**config.mk**
```make
export PLATFORM = sky130hd
export DESIGN_NAME = serial_adder
export DESIGN_NICKNAME = d
export VERILOG_FILES = /design/src/rtl/serial_adder.sv
export SDC_FILE = /design/constraint.sdc
export NUM_CORES = 1
export LEC_CHECK = 0
export CAP_MARGIN = 20
export CORE_MARGIN = 3
export CORE_UTILIZATION = 40
export DETAILED_ROUTE_END_ITERATION = 6
export PLACE_DENSITY = 0.69
export SYNTH_ARGS = -nofsm -noshare
export SYNTH_HDL_FRONTEND = slang
export SYNTH_SLANG_ARGS = --single-unit
```
**constraint.sdc**
```tcl
create_clock -name clk -period 1.7 [get_ports clk]
set_input_delay 0.17 -clock clk [delete_from_list [all_inputs] [get_ports clk]]
set_output_delay 0.17 -clock clk [all_outputs]
set_load 0.05 [all_outputs]
```
**src/rtl/serial_adder.sv**
```systemverilog
// Bit-serial adder: one full-adder cell processes a+b+cin LSB first, WIDTH cycles per add.
// Optional macro SERIAL_ADDER_OVF_EN adds a registered signed-overflow output (ovf).
module serial_adder #(
    parameter int WIDTH = 8
) (
    input  logic             clk,
    input  logic             rst_n,
    input  logic             start,
    input  logic [WIDTH-1:0] a,
    input  logic [WIDTH-1:0] b,
    input  logic             cin,
    output logic             busy,
    output logic             done,
    output logic [WIDTH-1:0] sum,
    output logic             cout
`ifdef SERIAL_ADDER_OVF_EN
    ,
    output logic             ovf
`endif
);

    localparam int CNT_W = $clog2(WIDTH + 1);
    localparam logic [CNT_W-1:0] LAST_BIT = CNT_W'(WIDTH - 1);

    typedef enum logic [1:0] {
        S_IDLE = 2'd0,
        S_RUN  = 2'd1,
        S_DONE = 2'd2
    } state_t;

    state_t           r_state;
    state_t           w_state_nxt;
    logic             w_capture;
    logic             w_step;
    logic             w_last;

    logic [WIDTH-1:0] r_a;
    logic [WIDTH-1:0] r_b;
    logic             r_c;
    logic [WIDTH-1:0] r_res;
    logic [CNT_W-1:0] r_cnt;

    logic             w_ai;
    logic             w_bi;
    logic             w_p;
    logic             w_s;
    logic             w_c_nxt;
    logic [WIDTH-1:0] w_res_nxt;

    always_ff @(posedge clk or negedge rst_n) begin
        if (!rst_n) begin
            r_state <= S_IDLE;
        end else begin
            r_state <= w_state_nxt;
        end
    end

    always_comb begin
        w_state_nxt = r_state;
        w_capture   = 1'b0;
        w_step      = 1'b0;
        w_last      = 1'b0;
        case (r_state)
            S_IDLE: begin
                if (start) begin
                    w_capture   = 1'b1;
                    w_state_nxt = S_RUN;
                end
            end
            S_RUN: begin
                w_step = 1'b1;
                if (r_cnt == LAST_BIT) begin
                    w_last      = 1'b1;
                    w_state_nxt = S_DONE;
                end
            end
            S_DONE: begin
                w_state_nxt = S_IDLE;
            end
            default: begin
                w_state_nxt = S_IDLE;
            end
        endcase
    end

    assign busy = (r_state == S_RUN);
    assign done = (r_state == S_DONE);

    // Single full-adder cell; operand registers shift right so bit 0 is always the current bit.
    assign w_ai    = r_a[0];
    assign w_bi    = r_b[0];
    assign w_p     = w_ai ^ w_bi;
    assign w_s     = w_p ^ r_c;
    assign w_c_nxt = (w_ai & w_bi) | (r_c & w_p);

    always_comb begin
        w_res_nxt            = r_res >> 1;
        w_res_nxt[WIDTH-1]   = w_s;
    end

    always_ff @(posedge clk or negedge rst_n) begin
        if (!rst_n) begin
            r_a   <= '0;
            r_b   <= '0;
            r_c   <= 1'b0;
            r_res <= '0;
            r_cnt <= '0;
            sum   <= '0;
            cout  <= 1'b0;
        end else begin
            if (w_capture) begin
                r_a   <= a;
                r_b   <= b;
                r_c   <= cin;
                r_cnt <= '0;
            end else if (w_step) begin
                r_a   <= r_a >> 1;
                r_b   <= r_b >> 1;
                r_c   <= w_c_nxt;
                r_res <= w_res_nxt;
                r_cnt <= r_cnt + CNT_W'(1);
            end
            if (w_last) begin
                sum  <= w_res_nxt;
                cout <= w_c_nxt;
            end
        end
    end

`ifdef SERIAL_ADDER_OVF_EN
    // On the last step r_c is the carry into the MSB, w_c_nxt the carry out of it.
    always_ff @(posedge clk or negedge rst_n) begin
        if (!rst_n) begin
            ovf <= 1'b0;
        end else if (w_last) begin
            ovf <= r_c ^ w_c_nxt;
        end
    end
`endif

endmodule

```
==> flow_summary.toml <==
[power_and_ir_drop]
power.leakage_nw = 1.01
p_per_area_mw_per_mm2 = 1910
power_mw = 4.34
ir_worst_vdd_mv = 0.890

[drt]
viasPerCell = 5.19
wl_per_cell_um = 14.2
drt_iter0_markers = 66
firstDrtPassIters = 4
antenna_left = 0
dr_total_vias = 1297
drcViolationCount = 0
wl_mm = 3.54

[yosys]
syn_inst = 159
synth_edf_count = 0
synth_area_per_cell_um2 = 10.6
syn-num-nets = 181
synthFlopType = "dfrtp_1"
synth_top_area_share_pct = 57.9
synth_area_mm2 = 0.00169
synthTopCellsByCount = "dfrtp_1, nand2_1, o21ai_0, a22oi_1, nor2b_1"
yosysUniqueCellTypes = 22
ys_async_sr_fraction_pct = 100
synth.most_common_cell = "dfrtp_1"
ys_ff_latch = 39
ys_warn_count = 0
synth_area_leaders = "dfrtp_1, nand2_1, a22oi_1, mux2_2, o21ai_0"
seq_area_frac_synth_pct = 57.9
synth_largest_area_cell = "dfrtp_1"

[sta]
rsz0062_at_grt = "no"
clock_skew_ns = 0.00817
fin_setup_tns_ns = 0
clock.fmax_mhz = 614
min_period_ns = 1.63
hold_viol_final = 0
maxSlewViolCount = 0
fin_crit_sh_pct = 95.8
setup_violations = 0
maxSlewHeadroom_pct = 66.9
worst_pin_slew_ns = 0.496

[critical_path]
cp_max_fo = 2
reg2reg_slack_ns = 0.19
criticalPathCategory = "flop to output port"
arrival_ns = 1.46
r2r-start = "r_cnt[0]$_DFFE_PN0P_"
required_ns = 1.53
cpMaxStageDelayCell = "clkdlybuf4s50_1"
cp-end-kind = "output port"
path_cells = "clkdlybuf4s50_1"
crit_path_start_kind = "flop"
rr_worst_depth = 5
rr_endpoint = "sum[6]$_DFFE_PN0P_"
cp_top_family = "buffers and inverters"
crit_buf_inv = 1
cpPeakStageDelay_ns = 0.80

[cts]
numCtsBuffers = 5
htreeDepth = 2
root_buffer = "clkbuf_8"
cts.sinks = 39
clock_latency_ns = 0.30
cts_buffer_depth = 2
cts_tree = "yes"
clk_pin_slew_ns = 0.08

[grt]
grt_max_degree = 40
first_global_vias = 1379
grt-ovfl-total = 0
antenna_found_initial = 0
grt_pass1_wl_mm = 6.26
grt_use_total_pct = 15.9

[place]
port_buffers = 30
gp_congestion = 0.809
place_hpwl_mm = 2.51

[final_layout]
synthToLayoutAreaGrowth_pct = 34.9
fillers = 334
nets = 223
insertedDiodeCount = 0
drive_gt1_share_pct = 18.8

[job]
max_cap_viol_count = 0

[floorplan]
die_h_um = 70.9
dieArea_mm2 = 0.00503
core_region_area_mm2 = 0.00385
ioPinCount = 31
die_w_um = 70.9
core.rowCount = 22
initial_utilization_pct = 43.7

[outcome]
status = "complete, no violations"

[worst_hold_path]
hold_class = "input pin to asynchronous set/reset pin"
-- power by group --
part / internal (mW) / leakage [nW] / switching (mW)
clock network: 0.585 / 0.0644 / 0.333
logic: 0.783 / 0.444 / 1.07
registers: 1.31 / 0.506 / 0.261
-- area by class of cell --
type,count,area [µm²],area share (%)
clock buffers,5,68.8,3.03
flip-flops and latches,39,976,42.9
clock inverters,3,67.6,2.97
multi-input cells,108,662,29.1
well taps,48,60.1,2.64
inverters,3,11.3,0.495
repair buffers,44,428,18.8
-- cells in the final DEF, fill, tap and decap left out, types with 2 or more instances in the layout --
| cell | n |
|---|---|
| dfrtp_1 | 39 |
| nand2_1 | 35 |
| nor2b_1 | 10 |
| o21ai_0 | 18 |
| a21oi_1 | 9 |
| clkbuf_8 | 5 |
| clkdlybuf4s50_1 | 24 |
| nand3_1 | 2 |
| buf_4 | 15 |
| mux2_2 | 9 |
| a22oi_1 | 15 |
| buf_12 | 3 |
| bufinv_16 | 2 |
| inv_1 | 3 |
-- metal layers --
layer / share of wire (%) / global-route usage, % / vias up / routed length, µm
met5: 0 / 0 / - / 0
met4: 1.9 / 6.26 / 0 / 69
met3: 3.3 / 4.26 / 5 / 118
met2: 52 / 27.7 / 21 / 1840
met1: 43 / 18.5 / 635 / 1520
li1: - / - / 636 / -
-- repair_timing --
action,in CTS,in global routing
endpoints found under the hold margin,39,0
gates resized for setup,0,1
endpoints found under the setup margin,0,4
hold buffers,1,0
setup buffers,0,1
-- worst max-delay path by stage --
| stage | from | cells past startpoint | to |
|---|---|---|---|
| floorplan | r_state[0]$_DFFE_PN0P_ | 2 | done |
| global route | sum[5]$_DFFE_PN0P_ | 1 | sum[5] |
| detailed placement | r_cnt[0]$_DFFE_PN0P_ | 4 | sum[1]$_DFFE_PN0P_ |
| finish | sum[5]$_DFFE_PN0P_ | 1 | sum[5] |
| global placement | r_cnt[0]$_DFFE_PN0P_ | 4 | sum[6]$_DFFE_PN0P_ |
| CTS | sum[5]$_DFFE_PN0P_ | 1 | sum[5] |
-- state kept, by name, indices dropped and copies added, names as in the netlist --
signal and count:
r_state 2, sum 8, r_c 1, cout 1
r_a 8, r_res 7, r_cnt 4, r_b 8
-- cell families after synthesis --
| group | after synthesis | share of synthesized area, % |
|---|---|---|
| AND/OR/NAND/NOR | 51 | 14.1 |
| AO/OA/AOI/OAI | 46 | 16.8 |
| flip-flops | 39 | 57.9 |
| buffers and inverters | 12 | 3.27 |
| multiplexers | 9 | 6.01 |
| adder cells (fa/ha/maj) | 2 | 1.93 |
-- metrics by stage --
stage / utilization, % / worst slack [ns] / hold slack, ns / instances / cell area, µm²
6_report: 59.0 / 0.0707 / 0.457 / 250 / 2270
5_1_grt: 59.0 / 0.0260 / 0.508 / 250 / 2270
4_1_cts: 58.3 / 0.0491 / 0.466 / 249 / 2250
3_5_place_dp: 54.5 / 0.0895 / 0.256 / 240 / 2100
3_3_place_gp: 54.5 / 0.152 / 0.243 / 240 / 2100
2_1_floorplan: - / 0.248 / -0.126 / 159 / 1690
(Power assumes the default switching activity.)
